[config.mk]
export PLATFORM = sky130hd
export DESIGN_NAME = shreg_piso_tx_flat
export DESIGN_NICKNAME = d
export VERILOG_FILES = /design/src/rtl/shreg_piso_tx_if.sv /design/src/rtl/shreg_piso_tx.sv /design/src/flat_wrapper.sv
export SDC_FILE = /design/constraint.sdc
export NUM_CORES = 1
export LEC_CHECK = 0
export CAP_MARGIN = 5
export CELL_PAD_IN_SITES_DETAIL_PLACEMENT = 0
export CELL_PAD_IN_SITES_GLOBAL_PLACEMENT = 1
export CORE_UTILIZATION = 35
export CTS_CLUSTER_SIZE = 20
export DETAILED_ROUTE_END_ITERATION = 6
export PLACE_DENSITY = 0.86
export SYNTH_ARGS = -nofsm -noshare
export SYNTH_HDL_FRONTEND = slang
export SYNTH_SLANG_ARGS = --single-unit
[constraint.sdc]
create_clock -name CLK -period 4 [get_ports CLK]
set_input_delay 0.6 -clock CLK [delete_from_list [all_inputs] [get_ports CLK]]
set_output_delay 0.6 -clock CLK [all_outputs]
set_load 0.03 [all_outputs]
[src/rtl/shreg_piso_tx_if.sv]
// Word-load handshake and serial output bundle of the PISO transmitter.
// master: the word source; slave: the transmitter itself.
interface shreg_piso_tx_if #(
  parameter int WIDTH = 4
);
  logic [WIDTH-1:0] DIN;
  logic             LOAD_VALID;
  logic             LOAD_READY;
  logic             SOUT;
  logic             SVALID;
  logic             SFRAME;
  logic             BUSY;
  logic             DONE;

  modport master (
    output DIN, LOAD_VALID,
    input  LOAD_READY, SOUT, SVALID, SFRAME, BUSY, DONE
  );

  modport slave (
    input  DIN, LOAD_VALID,
    output LOAD_READY, SOUT, SVALID, SFRAME, BUSY, DONE
  );
endinterface

[src/rtl/shreg_piso_tx.sv]
// Parallel-in/serial-out transmitter: accepts a WIDTH-bit word on a
// valid/ready handshake and shifts it out one bit per enabled clock,
// framed by SVALID/SFRAME/DONE strobes and an optional idle gap.
//
//  state   | meaning
//  --------+-------------------------------------------------------------
//  S_IDLE  | waiting for a word; LOAD_READY=1
//  S_SHIFT | a data bit is on SOUT; cnt_q = bits still to follow it
//  S_GAP   | frame finished, inserting GAP idle cycles with BUSY=1
module shreg_piso_tx #(
  parameter int WIDTH     = 4,
  parameter bit MSB_FIRST = 1'b1,
  parameter int GAP       = 0
) (
  input  logic              CLK,
  input  logic              CLR,
  input  logic              EN,
  shreg_piso_tx_if.slave    bus
);

  localparam int CW = $clog2(WIDTH);
  // gap counter only needs to hold GAP-1
  localparam int GW = (GAP > 1) ? $clog2(GAP) : 1;
  localparam logic [CW-1:0] CNT_LAST = CW'(WIDTH - 1);
  localparam logic [GW-1:0] GAP_LAST = GW'((GAP > 0) ? GAP - 1 : 0);

  typedef enum logic [1:0] {
    S_IDLE  = 2'd0,
    S_SHIFT = 2'd1,
    S_GAP   = 2'd2
  } state_t;

  state_t           state_q, state_d;
  logic [WIDTH-1:0] shreg_q, shreg_d;
  logic [CW-1:0]    cnt_q, cnt_d;
  logic [GW-1:0]    gap_q, gap_d;
  logic             sout_q, sout_d;
  logic             svalid_q, svalid_d;
  logic             sframe_q, sframe_d;
  logic             busy_q, busy_d;
  logic             done_q, done_d;

  // Bit leaving first from the incoming word / the shift register, and the
  // register contents once that bit has gone. The register always holds the
  // bits not yet presented, aligned at the outgoing end.
  logic             din_first;
  logic             shreg_next_bit;
  logic [WIDTH-1:0] din_rest;
  logic [WIDTH-1:0] shreg_rest;

  assign din_first      = MSB_FIRST ? bus.DIN[WIDTH-1] : bus.DIN[0];
  assign shreg_next_bit = MSB_FIRST ? shreg_q[WIDTH-1] : shreg_q[0];
  assign din_rest       = MSB_FIRST ? {bus.DIN[WIDTH-2:0], 1'b0}
                                    : {1'b0, bus.DIN[WIDTH-1:1]};
  assign shreg_rest     = MSB_FIRST ? {shreg_q[WIDTH-2:0], 1'b0}
                                    : {1'b0, shreg_q[WIDTH-1:1]};

  // State and registered outputs; everything holds while EN is low.
  always_ff @(posedge CLK or posedge CLR) begin
    if (CLR) begin
      state_q  <= S_IDLE;
      shreg_q  <= '0;
      cnt_q    <= '0;
      gap_q    <= '0;
      sout_q   <= 1'b0;
      svalid_q <= 1'b0;
      sframe_q <= 1'b0;
      busy_q   <= 1'b0;
      done_q   <= 1'b0;
    end else if (EN) begin
      state_q  <= state_d;
      shreg_q  <= shreg_d;
      cnt_q    <= cnt_d;
      gap_q    <= gap_d;
      sout_q   <= sout_d;
      svalid_q <= svalid_d;
      sframe_q <= sframe_d;
      busy_q   <= busy_d;
      done_q   <= done_d;
    end
  end

  // Next-state and next-output logic; strobes default low each enabled edge.
  always_comb begin
    state_d  = state_q;
    shreg_d  = shreg_q;
    cnt_d    = cnt_q;
    gap_d    = gap_q;
    sout_d   = sout_q;
    svalid_d = svalid_q;
    sframe_d = 1'b0;
    busy_d   = busy_q;
    done_d   = 1'b0;

    case (state_q)
      S_IDLE: begin
        sout_d   = 1'b0;
        svalid_d = 1'b0;
        busy_d   = 1'b0;
        if (bus.LOAD_VALID) begin
          state_d  = S_SHIFT;
          shreg_d  = din_rest;
          cnt_d    = CNT_LAST;
          sout_d   = din_first;
          svalid_d = 1'b1;
          sframe_d = 1'b1;
          busy_d   = 1'b1;
        end
      end

      S_SHIFT: begin
        if (cnt_q == '0) begin
          sout_d   = 1'b0;
          svalid_d = 1'b0;
          done_d   = 1'b1;
          if (GAP > 0) begin
            state_d = S_GAP;
            gap_d   = GAP_LAST;
            busy_d  = 1'b1;
          end else begin
            state_d = S_IDLE;
            busy_d  = 1'b0;
          end
        end else begin
          sout_d  = shreg_next_bit;
          shreg_d = shreg_rest;
          cnt_d   = cnt_q - CW'(1);
        end
      end

      S_GAP: begin
        if (gap_q == '0) begin
          state_d = S_IDLE;
          busy_d  = 1'b0;
        end else begin
          gap_d = gap_q - GW'(1);
        end
      end

      default: begin
        state_d  = S_IDLE;
        sout_d   = 1'b0;
        svalid_d = 1'b0;
        busy_d   = 1'b0;
      end
    endcase
  end

  assign bus.LOAD_READY = (state_q == S_IDLE);
  assign bus.SOUT       = sout_q;
  assign bus.SVALID     = svalid_q;
  assign bus.SFRAME     = sframe_q;
  assign bus.BUSY       = busy_q;
  assign bus.DONE       = done_q;

endmodule

[src/flat_wrapper.sv]
// flat-port wrapper written by rule: the top's interface ports become plain ports
module shreg_piso_tx_flat 
#(
  parameter int WIDTH     = 4,
  parameter bit MSB_FIRST = 1'b1,
  parameter int GAP       = 0
)
  (CLK, CLR, EN, bus_DIN, bus_LOAD_VALID, bus_LOAD_READY, bus_SOUT, bus_SVALID, bus_SFRAME, bus_BUSY, bus_DONE);
  shreg_piso_tx_if #(.WIDTH(WIDTH)) bus_i ();
  input  logic CLK;
  input  logic CLR;
  input  logic EN;
  input wire logic [$bits(bus_i.DIN)-1:0] bus_DIN;
  input wire logic [$bits(bus_i.LOAD_VALID)-1:0] bus_LOAD_VALID;
  output wire logic [$bits(bus_i.LOAD_READY)-1:0] bus_LOAD_READY;
  output wire logic [$bits(bus_i.SOUT)-1:0] bus_SOUT;
  output wire logic [$bits(bus_i.SVALID)-1:0] bus_SVALID;
  output wire logic [$bits(bus_i.SFRAME)-1:0] bus_SFRAME;
  output wire logic [$bits(bus_i.BUSY)-1:0] bus_BUSY;
  output wire logic [$bits(bus_i.DONE)-1:0] bus_DONE;
  assign bus_i.DIN = bus_DIN;
  assign bus_i.LOAD_VALID = bus_LOAD_VALID;
  assign bus_LOAD_READY = bus_i.LOAD_READY;
  assign bus_SOUT = bus_i.SOUT;
  assign bus_SVALID = bus_i.SVALID;
  assign bus_SFRAME = bus_i.SFRAME;
  assign bus_BUSY = bus_i.BUSY;
  assign bus_DONE = bus_i.DONE;
  shreg_piso_tx #(.WIDTH(WIDTH), .MSB_FIRST(MSB_FIRST), .GAP(GAP)) u_core (.CLK(CLK), .CLR(CLR), .EN(EN), .bus(bus_i));
endmodule
==> results.cfg <==
[floorplan]
boundaryPins = 14
core-area_um2 = 1300
placement_rows = 13
initial_standard_cell_utilization_of_the_core = 0.380
die_area_um2 = 1570
fp.dieH_um = 39.6
die_width_um = 39.6

[worst_hold_path]
worst_hold_depth = 1
worst_hold_path.endpoint = u_core.bus.SOUT
timing.hold.worst.start = u_core.bus.SOUT
worstHoldPathType = reg -> reg

[synthesis]
synth_xor_area_frac = 0
ys_types = 17
yosys-top-cells-area = dfrtp_1 51%, mux2_2 14%, ha_1 5.1%
synth_top_area_cell = dfrtp_1
synth_compound_gate_area_share = 0.124
syn-num-nets = 53
synthSimpleGateAreaFrac = 0.0684
ys_warn_count = 0
synth.ff_latch_count = 10
synthesis.area_um2 = 494
yosysSeqAreaShare = 0.506
synthAdderAreaFrac = 0.0506
postSynthAreaPerCell_um2 = 11.5
synth_top_family_by_area = multiplexers
syn-instance-count = 43
muxShareOfSynthArea = 0.167
synthDominantCellAreaShare = 0.506

[place]
dp_hpwl_um = 612
place_congestion = 0.721
numPortBuffers = 13

[worst_setup_path]
critical_path_class = reg -> out
required_ns = 3.40
worstReg2RegEnd = u_core.shreg_q[1]
timing.reg2reg.setup_slack_ns = 2.59
arrival_ns = 1.61
cp_slowest_cell = clkdlybuf4s50_1
timing.critical_path.fanout_max = 13
path_cells = inv_1 > clkdlybuf4s50_1
setup.worst_path.start_class = register
setup.worst_path.end_class = output port
rr_startpoint = u_core.cnt_q[0]
r2r.worst_path.cells = 5
crit_path_largest_cell_delay_ns = 0.68

[final_layout]
post_route_cells_drive_above_1_share = 0.193
antenna_cell_count = 0
area_growth_syn_to_layout_pct = 30.9
design.final.nets = 69

[timing]
final.setup_skew_ns = 0.00691
fin_tns_setup_ns = 0
slew_viol_final = 0
grt_setup_unrepaired = false
layout_worst_path_cycle_share = 0.553
timing.final.hold_violations = 0
max_freq_ghz = 0.452
min_period_ns = 2.21
worst_slew_pin_slew_ns = 0.407
slew_headroom = 0.729
setup_viol = 0

[cts]
worst_path_clk_slew_ns = 0.06
number_of_h_tree_levels = 1
cts.hold.buffers_added = 0
cts_resized = 0
postCtsSetupRepairBufs = 0
clock_sink_count = 10
tritoncts = yes
clkLatencyLatePin_ns = 0.27
clock-root-buffer = clkbuf_4
cts_made_buffers = 3
cts_buffer_depth = 2

[status]
status = completed

[route]
postRouteWirelength_um = 786
vias = 336
detail-route-antenna-nets = 0
dr.pass1.iters = 4
via_per_inst = 4.67
post_drt_wl_per_cell_um = 10.9
post-route-drc-count = 0
drt_first_iter_violations = 5

[power]
switching_share = 0.366
total_power_w = 0.000432
total_switching_power_w = 0.000158
p_int_w = 0.000274
power.density_cell_area_nw_per_um2 = 668
leakage_nw = 0.302
clock_power_share = 0.157
pwr-share-comb = 0.450
vdd_drop_max_uv = 268
seq_power_share = 0.393

[global_routing]
grt_first_pass_wirelength_mm = 1.31
number_of_antenna_violations_at_the_first_check_in_global_routing = 0
grt_max_degree = 14
number_of_global_route_vias_before_repair = 321
grt.overflow.total = 0
grt.total_usage = 0.135

[job]
maxCapViolations = 0
-- placed cells by master, fill, tap and decap left out --
master,n
inv_1,6
o21a_1,1
ha_1,2
nor2b_1,1
a21boi_0,1
o211ai_2,1
nand3_1,1
o21ai_0,2
nand2_1,6
mux2_4,1
clkdlybuf4s50_1,13
o221ai_1,1
clkbuf_4,3
dfrtp_1,10
o22ai_1,1
o2bb2ai_1,1
mux2_2,6
-- worst max path at each step --
stage | start | endpoint | slack [ns] | cells past startpoint
final | u_core.state_q[0] | bus_LOAD_READY | 1.79 | 2
after global routing | u_core.state_q[0] | bus_LOAD_READY | 1.74 | 2
after CTS | u_core.state_q[0] | bus_LOAD_READY | 1.78 | 2
after detailed placement | u_core.state_q[0] | bus_LOAD_READY | 2.07 | 2
after global placement | u_core.state_q[0] | bus_LOAD_READY | 2.08 | 2
after floorplan | u_core.state_q[0] | bus_LOAD_READY | 2.64 | 2
-- area by class of cell --
| cell class | instances | area, um^2 |
|---|---|---|
| Clock buffer | 3 | 22.5 |
| Sequential cell | 10 | 250 |
| Multi-Input combinational cell | 25 | 203 |
| Tap cell | 15 | 18.8 |
| Timing Repair Buffer | 13 | 130 |
| Inverter | 6 | 22.5 |
| Fill cell | 125 | 654 |
-- critical path, delay by kind of cell, from the launching register on --
family	cells	cell delay, ns
DFF	1	0.52
buffers and inverters	2	0.82
-- cell families (layout without fill, tap and decap cells) --
family          after synthesis  count (layout)
compound gates                8               8
fa+ha+maj                     2               2
buf+inv                       8              22
flops                        10              10
mux                           7               7
simple gates                  8               8
-- synth_stat cells --
library cell,number
nor2b_1,1
o21a_1,1
nand3_1,1
nand2_1,6
buf_4,1
ha_1,2
o22ai_1,1
o211ai_2,1
a21boi_0,1
mux2_2,6
o2bb2ai_1,1
o21ai_0,2
inv_1,6
o221ai_1,1
mux2_4,1
buf_6,1
dfrtp_1,10
-- per-layer routing --
metal / up-vias / track usage / routed length (um)
met5: - / 0 / 0
met4: 0 / 0.0776 / 10
met3: 2 / 0.0682 / 38
met2: 9 / 0.205 / 378
met1: 149 / 0.150 / 358
li1: 176 / - / -
-- sequential cells by signal (all words and copies together) (netlist names) --
name,cells
u_core.bus.DONE,1
u_core.bus.SFRAME,1
u_core.bus.SOUT,1
u_core.bus.SVALID,1
u_core.cnt_q,2
u_core.shreg_q,3
u_core.state_q,1
-- power groups by stage --
| stage | logic (W) | clock network [W] | registers, W |
|---|---|---|---|
| floorplan | 0.000126 | 0 | 0.000187 |
| global placement | 0.000195 | 0 | 0.000171 |
| detailed placement | 0.000196 | 0 | 0.000173 |
| CTS | 0.000197 | 0.0000706 | 0.000170 |
| global route | 0.000215 | 0.0000731 | 0.000176 |
| finish | 0.000194 | 0.0000680 | 0.000170 |
-- per-stage QoR --
step,setup WS [ns],cells,hold slack (ns),cell area (um^2),util
finish,1.79,72,0.483,647,0.497
global route,1.74,72,0.514,647,0.497
CTS,1.78,72,0.493,647,0.497
detailed placement,2.07,69,0.479,624,0.480
global placement,2.08,69,0.471,624,0.480
floorplan,2.64,43,0.440,494,-
(Power assumes the default switching activity.)
